### config.mk
export PLATFORM = sky130hd
export DESIGN_NAME = sisc_mem_arb_flat
export DESIGN_NICKNAME = d
export VERILOG_FILES = /design/src/rtl/sisc_mem_arb_if.sv /design/src/rtl/sisc_mem_arb.sv /design/src/flat_wrapper.sv
export SDC_FILE = /design/constraint.sdc
export NUM_CORES = 1
export LEC_CHECK = 0
export CAP_MARGIN = 0
export CELL_PAD_IN_SITES_DETAIL_PLACEMENT = 1
export CELL_PAD_IN_SITES_GLOBAL_PLACEMENT = 1
export CORE_MARGIN = 5
export CORE_UTILIZATION = 33
export CTS_CLUSTER_DIAMETER = 60
export DETAILED_ROUTE_END_ITERATION = 8
export PLACE_DENSITY = 0.9
export SYNTH_ARGS = -nofsm -noshare
export SYNTH_HDL_FRONTEND = slang
export SYNTH_SLANG_ARGS = --single-unit
### constraint.sdc
create_clock -name clk -period 5.9 [get_ports clk]
set_input_delay 1.18 -clock clk [delete_from_list [all_inputs] [get_ports clk]]
set_output_delay 1.18 -clock clk [all_outputs]
set_load 0.05 [all_outputs]
### src/rtl/sisc_mem_arb_if.sv
// Request/memory bus bundle for sisc_mem_arb: fetch and data requester ports,
// the single-port memory port and the busy flag.
interface sisc_mem_arb_if #(
  parameter int AW = 16,
  parameter int DW = 32
) ();
  logic          if_req;
  logic [AW-1:0] if_addr;
  logic          if_ack;
  logic [DW-1:0] if_rdata;
  logic          dm_req;
  logic          dm_we;
  logic [AW-1:0] dm_addr;
  logic [DW-1:0] dm_wdata;
  logic          dm_ack;
  logic [DW-1:0] dm_rdata;
  logic          mem_en;
  logic          mem_we;
  logic [AW-1:0] mem_addr;
  logic [DW-1:0] mem_wdata;
  logic [DW-1:0] mem_rdata;
  logic          busy;

  // Arbiter side
  modport slave (
    input  if_req, if_addr, dm_req, dm_we, dm_addr, dm_wdata, mem_rdata,
    output if_ack, if_rdata, dm_ack, dm_rdata,
    output mem_en, mem_we, mem_addr, mem_wdata, busy
  );

  // Requesters and memory side
  modport master (
    output if_req, if_addr, dm_req, dm_we, dm_addr, dm_wdata, mem_rdata,
    input  if_ack, if_rdata, dm_ack, dm_rdata,
    input  mem_en, mem_we, mem_addr, mem_wdata, busy
  );
endinterface

### src/rtl/sisc_mem_arb.sv
// Single-port memory arbiter between SISC fetch (IF) and data (DM) requesters.
// Optional macro SISC_MEM_ARB_RR_EN: round-robin on conflict instead of DM-first.
module sisc_mem_arb #(
  parameter int AW      = 16,
  parameter int DW      = 32,
  parameter int MEM_LAT = 1
) (
  input  logic           clk,
  input  logic           rst,
  sisc_mem_arb_if.slave  bus
);

  typedef enum logic [1:0] {IDLE, BUSY, RESP} state_e;

  localparam logic [2:0] LAT3 = 3'(MEM_LAT);

  state_e        state_q,     state_d;
  logic          owner_q,     owner_d;
  logic [2:0]    cnt_q,       cnt_d;
  logic          we_q,        we_d;
  logic [AW-1:0] addr_q,      addr_d;
  logic [DW-1:0] wdata_q,     wdata_d;
  logic          mem_en_q,    mem_en_d;
  logic          mem_we_q,    mem_we_d;
  logic          if_ack_q,    if_ack_d;
  logic          dm_ack_q,    dm_ack_d;
  logic [DW-1:0] if_rdata_q,  if_rdata_d;
  logic [DW-1:0] dm_rdata_q,  dm_rdata_d;
  logic          busy_q,      busy_d;

  logic grant;
  logic pick_dm;

  assign grant = (state_q == IDLE) && (bus.if_req || bus.dm_req);

`ifdef SISC_MEM_ARB_RR_EN
  logic last_q, last_d;

  // last_q: 0 = IF served last, 1 = DM; the other side wins a conflict
  assign pick_dm = bus.dm_req && (!bus.if_req || !last_q);

  always_comb begin
    last_d = last_q;
    if (grant) last_d = pick_dm;
  end

  always_ff @(posedge clk or posedge rst) begin
    if (rst) last_q <= 1'b0;
    else     last_q <= last_d;
  end
`else
  assign pick_dm = bus.dm_req;
`endif

  always_comb begin
    state_d    = state_q;
    owner_d    = owner_q;
    cnt_d      = cnt_q;
    we_d       = we_q;
    addr_d     = addr_q;
    wdata_d    = wdata_q;
    mem_en_d   = 1'b0;
    mem_we_d   = 1'b0;
    if_ack_d   = 1'b0;
    dm_ack_d   = 1'b0;
    if_rdata_d = if_rdata_q;
    dm_rdata_d = dm_rdata_q;

    unique case (state_q)
      IDLE: begin
        if (grant) begin
          owner_d  = pick_dm;
          addr_d   = pick_dm ? bus.dm_addr : bus.if_addr;
          we_d     = pick_dm && bus.dm_we;
          wdata_d  = pick_dm ? bus.dm_wdata : '0;
          cnt_d    = LAT3;
          mem_en_d = 1'b1;
          mem_we_d = pick_dm && bus.dm_we;
          state_d  = BUSY;
        end
      end
      BUSY: begin
        // Counting starts after the strobe cycle so the cnt==1 edge lines up
        // with mem_rdata being valid MEM_LAT cycles after mem_en.
        if (!mem_en_q) begin
          cnt_d = cnt_q - 3'd1;
          if (cnt_q == 3'd1) begin
            if (!we_q) begin
              if (owner_q) dm_rdata_d = bus.mem_rdata;
              else         if_rdata_d = bus.mem_rdata;
            end
            if_ack_d = !owner_q;
            dm_ack_d = owner_q;
            state_d  = RESP;
          end
        end
      end
      RESP: begin
        state_d = IDLE;
      end
      default: begin
        state_d = IDLE;
      end
    endcase

    busy_d = (state_d != IDLE);
  end

  always_ff @(posedge clk or posedge rst) begin
    if (rst) begin
      state_q    <= IDLE;
      owner_q    <= 1'b0;
      cnt_q      <= '0;
      we_q       <= 1'b0;
      addr_q     <= '0;
      wdata_q    <= '0;
      mem_en_q   <= 1'b0;
      mem_we_q   <= 1'b0;
      if_ack_q   <= 1'b0;
      dm_ack_q   <= 1'b0;
      if_rdata_q <= '0;
      dm_rdata_q <= '0;
      busy_q     <= 1'b0;
    end else begin
      state_q    <= state_d;
      owner_q    <= owner_d;
      cnt_q      <= cnt_d;
      we_q       <= we_d;
      addr_q     <= addr_d;
      wdata_q    <= wdata_d;
      mem_en_q   <= mem_en_d;
      mem_we_q   <= mem_we_d;
      if_ack_q   <= if_ack_d;
      dm_ack_q   <= dm_ack_d;
      if_rdata_q <= if_rdata_d;
      dm_rdata_q <= dm_rdata_d;
      busy_q     <= busy_d;
    end
  end

  assign bus.mem_en    = mem_en_q;
  assign bus.mem_we    = mem_we_q;
  assign bus.mem_addr  = addr_q;
  assign bus.mem_wdata = wdata_q;
  assign bus.if_ack    = if_ack_q;
  assign bus.dm_ack    = dm_ack_q;
  assign bus.if_rdata  = if_rdata_q;
  assign bus.dm_rdata  = dm_rdata_q;
  assign bus.busy      = busy_q;

endmodule
### src/flat_wrapper.sv
// flat-port wrapper written by rule: the top's interface ports become plain ports
module sisc_mem_arb_flat 
#(
  parameter int AW      = 16,
  parameter int DW      = 32,
  parameter int MEM_LAT = 1
)
  (clk, rst, bus_if_req, bus_if_addr, bus_dm_req, bus_dm_we, bus_dm_addr, bus_dm_wdata, bus_mem_rdata, bus_if_ack, bus_if_rdata, bus_dm_ack, bus_dm_rdata, bus_mem_en, bus_mem_we, bus_mem_addr, bus_mem_wdata, bus_busy);
  sisc_mem_arb_if #(.AW(AW), .DW(DW)) bus_i ();
  input  logic clk;
  input  logic rst;
  input wire logic [$bits(bus_i.if_req)-1:0] bus_if_req;
  input wire logic [$bits(bus_i.if_addr)-1:0] bus_if_addr;
  input wire logic [$bits(bus_i.dm_req)-1:0] bus_dm_req;
  input wire logic [$bits(bus_i.dm_we)-1:0] bus_dm_we;
  input wire logic [$bits(bus_i.dm_addr)-1:0] bus_dm_addr;
  input wire logic [$bits(bus_i.dm_wdata)-1:0] bus_dm_wdata;
  input wire logic [$bits(bus_i.mem_rdata)-1:0] bus_mem_rdata;
  output wire logic [$bits(bus_i.if_ack)-1:0] bus_if_ack;
  output wire logic [$bits(bus_i.if_rdata)-1:0] bus_if_rdata;
  output wire logic [$bits(bus_i.dm_ack)-1:0] bus_dm_ack;
  output wire logic [$bits(bus_i.dm_rdata)-1:0] bus_dm_rdata;
  output wire logic [$bits(bus_i.mem_en)-1:0] bus_mem_en;
  output wire logic [$bits(bus_i.mem_we)-1:0] bus_mem_we;
  output wire logic [$bits(bus_i.mem_addr)-1:0] bus_mem_addr;
  output wire logic [$bits(bus_i.mem_wdata)-1:0] bus_mem_wdata;
  output wire logic [$bits(bus_i.busy)-1:0] bus_busy;
  assign bus_i.if_req = bus_if_req;
  assign bus_i.if_addr = bus_if_addr;
  assign bus_i.dm_req = bus_dm_req;
  assign bus_i.dm_we = bus_dm_we;
  assign bus_i.dm_addr = bus_dm_addr;
  assign bus_i.dm_wdata = bus_dm_wdata;
  assign bus_i.mem_rdata = bus_mem_rdata;
  assign bus_if_ack = bus_i.if_ack;
  assign bus_if_rdata = bus_i.if_rdata;
  assign bus_dm_ack = bus_i.dm_ack;
  assign bus_dm_rdata = bus_i.dm_rdata;
  assign bus_mem_en = bus_i.mem_en;
  assign bus_mem_we = bus_i.mem_we;
  assign bus_mem_addr = bus_i.mem_addr;
  assign bus_mem_wdata = bus_i.mem_wdata;
  assign bus_busy = bus_i.busy;
  sisc_mem_arb #(.AW(AW), .DW(DW), .MEM_LAT(MEM_LAT)) u_core (.clk(clk), .rst(rst), .bus(bus_i));
endmodule
==> reports/metrics.yaml, run 1 <==
die_w_um: 132.6
cp-startpoint: "u_core.bus.mem_en"
yosys_warnings: 0
postRouteAntennaNets: 0
max_freq_ghz: 0.3420
hold_buffers: 0
drc_errors: 0
viasPerCell: 4.781
critPathLaunchType: "register"
fp.dieArea_um2: 17590
dr.pass1.iters: 4
wl_per_cell_um: 19.80
postCtsResizedCells: 0
ys.flop_type: "dfrtp_1"
crit_path_cell_trace: "clkdlybuf4s50_1"
hold_viol: 0
arrival_ps: 1740
grt_pass1_wl_um: 22800
drv_cap: 0
netlist.area_leader.share: 0.6253
worstPathMaxFanout: 7
pwr_density_cell_nw_per_um2: 716.9
r2r-end: "u_core.bus.if_rdata[19]"
place_area_um2: 7271
design_area_um2: 7858
grt_antenna_before_repair: 0
start_util: 0.3389
rsz0062_at_grt: "no"
grt_pass1_vias: 3966
clock_skew_ps: 8.800
path_class: "reg2out"
dp_hpwl_um: 10500
hp-class: "reg2reg"
critPathMaxStageDelay_ps: 860
avgSynthCellArea_um2: 16.27
clk_pin_slew_ps: 50
slew_headroom: 0.2284
io_pins: 218
r2r-start: "u_core.cnt_q[1]"
ir_drop_uv: 260.1
numCtsBuffers: 17
critPathTopFamily: "buffers and inverters"
tritoncts: "done"
insertion_delay_ps: 410
end_kind: "output port"
cp_num_buf_inv: 1
track_usage: 0.1652
core-area_um2: 14640
seq_area_um2: 3103
num_antenna_cells: 0
setup_tns_ps: 0
clock-sinks: 124
synth.area.top_cells: "dfrtp_1 (63%), mux2_2 (13%), mux2_4 (9.1%), a22o_1 (5.8%), mux2_1 (1.6%)"
syn_inst: 305
regToRegSetupSlack_ps: 3560
syn_to_final_growth_pct: 58.35
drive_above_1_share: 0.2402
synth_edf_count: 0
hold_slack_ps: 499.4
post-cts-setup-buffer-count: 0
endpoint: "bus_mem_en"
drtIter0Drc: 67
synth_nets: 408
period_minus_slack_ps: 2924
final-setup-viol-count: 0
h-tree-depth: 4
vias: 3447
overflow: 0
wl_um: 14280
drv_slew: 0
p_leak_uw: 0.003428
period_share: 0.4955
synth_cell_types: 32
cts-root-buf: "clkbuf_16"
cp_slowest_cell: "clkdlybuf4s50_1"
grt_max_degree: 84
worstMarginPinSlew_ps: 1157
chipHeight_um: 132.6
status: "finished, final reports clean"
yosys.area.top_type: "dfrtp_1"
crit_required_ps: 4720
multi_input_area_um2: 1725
nFillCells: 1418
syn_area_um2: 4962
gp_congestion: 0.7855
ys_seq_area_frac: 0.6253
fin_cells: 721
io_buffers: 217
synthArstFlopShare: 1.000
worstSetupPathDepth: 1
min_delay_path_depth: 1
power_uw: 5633
clk_path_buf_depth: 2
synth_seq_cells: 124
post-place-cells: 691
core.rowCount: 44
num-nets-final: 629
r2r_cells: 5
[report_power, final]
part           leakage, µW  internal [µW]  total, µW  switching, µW
Clock             0.000284            672       1030            357
Combinational      0.00165           1180       3070           1890
Sequential         0.00149           1260       1530            267
[cells by family after synthesis]
group | after synthesis | synth area share
muxes | 96 | 0.2405
buffers and inverters | 22 | 0.02849
AOI/OAI and AO/OA | 39 | 0.06682
and+or+nand+nor | 22 | 0.03379
DFF | 124 | 0.6253
adders and majority gates | 2 | 0.005042
[worst min-delay path by stage]
stage,to,slack (ps),startpoint
floorplan,u_core.bus.if_ack,470,u_core.owner_q
global placement,u_core.bus.dm_rdata[16],470,u_core.bus.dm_rdata[16]
global route,u_core.bus.if_rdata[31],510,u_core.bus.if_rdata[31]
CTS,u_core.bus.mem_wdata[3],510,u_core.bus.mem_wdata[3]
detailed placement,u_core.bus.dm_rdata[31],490,u_core.bus.dm_rdata[31]
finish,u_core.bus.dm_rdata[29],500,u_core.bus.dm_rdata[29]
[state kept, by name, indices dropped and copies added (netlist names)]
name	cells
u_core.bus.if_ack	1
u_core.bus.mem_wdata	32
u_core.bus.mem_en	1
u_core.owner_q	1
u_core.bus.mem_we	1
u_core.bus.dm_rdata	32
u_core.bus.mem_addr	16
u_core.bus.busy	1
u_core.bus.if_rdata	32
u_core.we_q	1
u_core.cnt_q	3
u_core.bus.dm_ack	1
u_core.state_q	2
[Yosys cell counts (2+ instances only)]
master    number
and2_1         2
nor2_1         2
nand2_2        2
ha_1           2
nand3_1        3
a21o_1         2
a22o_1        33
nor3_1         2
clkbuf_1       3
mux2_1         7
mux2_4        30
mux2_2        59
inv_1          4
dfrtp_1      124
buf_2          8
buf_6          6
[per-layer routing]
layer  vias to the layer above  wire length, µm  GRT usage
met5                         -                0          0
met2                       177             6513     0.2567
met3                        15             1362    0.06758
met4                         0              151    0.06062
li1                       1544                -          -
met1                      1711             6248     0.2077
[cell type report]
cell class	instances	area share
Sequential cell	124	0.3949
Inverter	4	0.002229
Timing Repair Buffer	220	0.2793
Tap cell	184	0.02930
Multi-Input combinational cell	159	0.2196
Clock inverter	6	0.01083
Clock buffer	24	0.06385
[stage by stage]
step / utilization / setup WS (ps)
final: 0.5366 / 2976
after global placement: 0.4965 / 2728
after detailed placement: 0.4965 / 2650
after floorplan: - / 1421
after global routing: 0.5366 / 2922
after CTS: 0.5366 / 2944
[placed cells by master, fill, tap and decap left out, drive strengths merged]
cell / instances
nand2: 3
inv: 4
nor2: 2
nor3b: 2
buf: 3
clkbuf: 24
a21o: 2
or3b: 1
and2: 2
ha: 2
nor2b: 1
a21oi: 1
o21ai: 2
nand2b: 1
dfrtp: 124
clkdlybuf4s50: 217
nor3: 2
and4bb: 1
nor4b: 1
bufinv: 2
nand3: 3
and3: 1
o221ai: 1
a22o: 33
nor4bb: 1
mux2: 96
or4b: 1
clkinv: 2
clkinvlp: 2
Power figures use the tool's default switching activity.
==> run 2: changes to the inputs <==
--- a/config.mk
+++ b/config.mk
@@ -9,10 +9,10 @@
 export CELL_PAD_IN_SITES_DETAIL_PLACEMENT = 1
 export CELL_PAD_IN_SITES_GLOBAL_PLACEMENT = 1
 export CORE_MARGIN = 5
-export CORE_UTILIZATION = 33
+export CORE_UTILIZATION = 30
 export CTS_CLUSTER_DIAMETER = 60
 export DETAILED_ROUTE_END_ITERATION = 8
-export PLACE_DENSITY = 0.9
+export PLACE_DENSITY = 0.86
 export SYNTH_ARGS = -nofsm -noshare
 export SYNTH_HDL_FRONTEND = slang
 export SYNTH_SLANG_ARGS = --single-unit
==> constraint.sdc (replaced) <==
create_clock -name clk -period 2.6 [get_ports clk]
set_input_delay 0.52 -clock clk [delete_from_list [all_inputs] [get_ports clk]]
set_output_delay 0.52 -clock clk [all_outputs]
set_load 0.05 [all_outputs]
==> reports/metrics.yaml, run 2 (synthesized netlist as in run 1, its figures left out) <==
status: "finished, final reports clean"
cp_slowest_cell: "clkdlybuf4s50_1"
worstMarginPinSlew_ps: 751.5
dp_hpwl_um: 11050
viasPerCell: 4.589
overflow: 0
io_buffers: 217
final_common_cell: "clkdlybuf4s50_1"
io_pins: 218
min_delay_path_depth: 1
end_kind: "output port"
grt_pass1_vias: 4106
hp-start: "u_core.bus.dm_rdata[10]"
r2r-start: "u_core.cnt_q[1]"
drv_cap: 0
power_uw: 12940
p_leak_uw: 0.003484
start_util: 0.3024
rsz0062_at_grt: "no"
hold_viol: 0
insertion_delay_ps: 410
ir_drop_uv: 845.1
dpl_worst_slack_ps: 288.0
period_share: 0.8799
r2r-end: "u_core.bus.if_rdata[4]"
wl_per_cell_um: 19.32
gp_congestion: 0.7697
chipHeight_um: 138.6
die_w_um: 138.6
postCtsResizedCells: 0
num_antenna_cells: 0
grt_antenna_before_repair: 0
drv_slew: 0
clock_skew_ps: 7.589
place_area_um2: 7400
final-setup-viol-count: 0
min_to: "u_core.bus.dm_rdata[10]"
postRouteAntennaNets: 0
clk_path_buf_depth: 2
cts-root-buf: "clkbuf_16"
drc_errors: 0
worstPathMaxFanout: 7
period_minus_slack_ps: 2288
vias: 3506
core-area_um2: 16410
layout_setup_ws_ps: 312.4
drive_above_1_share: 0.2537
critPathMaxStageDelay_ps: 860
clock-sinks: 124
hp-class: "reg2reg"
grt_max_degree: 125
tritoncts: "done"
wl_um: 14760
slew_headroom: 0.4990
syn_to_final_growth_pct: 61.37
numCtsBuffers: 17
drtIter0Drc: 84
clk_pin_slew_ps: 60
grt_pass1_wl_um: 23600
critPathTopFamily: "buffers and inverters"
setup_tns_ps: 0
cp_num_buf_inv: 1
crit_path_cell_trace: "clkdlybuf4s50_1"
track_usage: 0.1549
dr.pass1.iters: 4
hold_buffers: 0
path_class: "reg2out"
regToRegSetupSlack_ps: 620
fp.dieArea_um2: 19210
pwr_density_cell_nw_per_um2: 1616
r2r_cells: 6
post-cts-setup-buffer-count: 0
crit_required_ps: 2080
max_freq_ghz: 0.4371
num-nets-final: 635
layout_common_cells: "clkdlybuf4s50_1 (217), dfrtp_1 (124), mux2_2 (59)"
h-tree-depth: 4
critPathLaunchType: "register"
core.rowCount: 47
design_area_um2: 8008
arrival_ps: 1770
run 2: where the power goes:
part / leakage (µW) / internal (µW) / switching (µW)
clock network: 0.000299 / 1520 / 915
logic: 0.00169 / 2720 / 4310
registers: 0.00149 / 2870 / 595
run 2: metal layers:
layer | wire [µm] | global-route usage
met1 | 6027 | 0.1813
met2 | 7165 | 0.2572
met3 | 1357 | 0.06724
met4 | 213 | 0.05046
met5 | 0 | 0
run 2: cell type report:
| cell class | count | area (µm²) |
|---|---|---|
| clock inverter | 14 | 182.7 |
| multi-input combinational | 159 | 1725 |
| fill | 1611 | 8399 |
| clock buffer | 17 | 425.4 |
| tap | 220 | 275.3 |
| inverter | 4 | 18.77 |
| timing repair buffer | 226 | 2277 |
| sequential | 124 | 3103 |
run 2: worst max path at each step:
| stage | start | to | slack (ps) | cells after the start |
|---|---|---|---|---|
| 2_1_floorplan | rst | u_core.bus.busy | 550 | 1 |
| 3_3_place_gp | bus_dm_req | u_core.bus.mem_addr[1] | 350 | 4 |
| 3_5_place_dp | bus_dm_req | u_core.bus.mem_addr[1] | 290 | 4 |
| 4_1_cts | u_core.bus.mem_en | bus_mem_en | 270 | 1 |
| 5_1_grt | u_core.bus.mem_en | bus_mem_en | 240 | 1 |
| 6_report | u_core.bus.mem_en | bus_mem_en | 310 | 1 |
run 2: worst register-to-register path: cells and delay by family (launching register included):
family	cells	cell delay (ps)
simple gates	2	550
buf+inv	2	390
flops	1	380
mux	1	320
fa+ha+maj	1	220
run 2: stage by stage:
stage                     hold WS [ps]  utilization  std cells
after floorplan                  469.3            -        305
after global placement           472.4       0.4510        733
after detailed placement         482.8       0.4510        733
after CTS                        497.3       0.4881        764
after global routing             516.4       0.4881        764
final                            491.9       0.4881        764
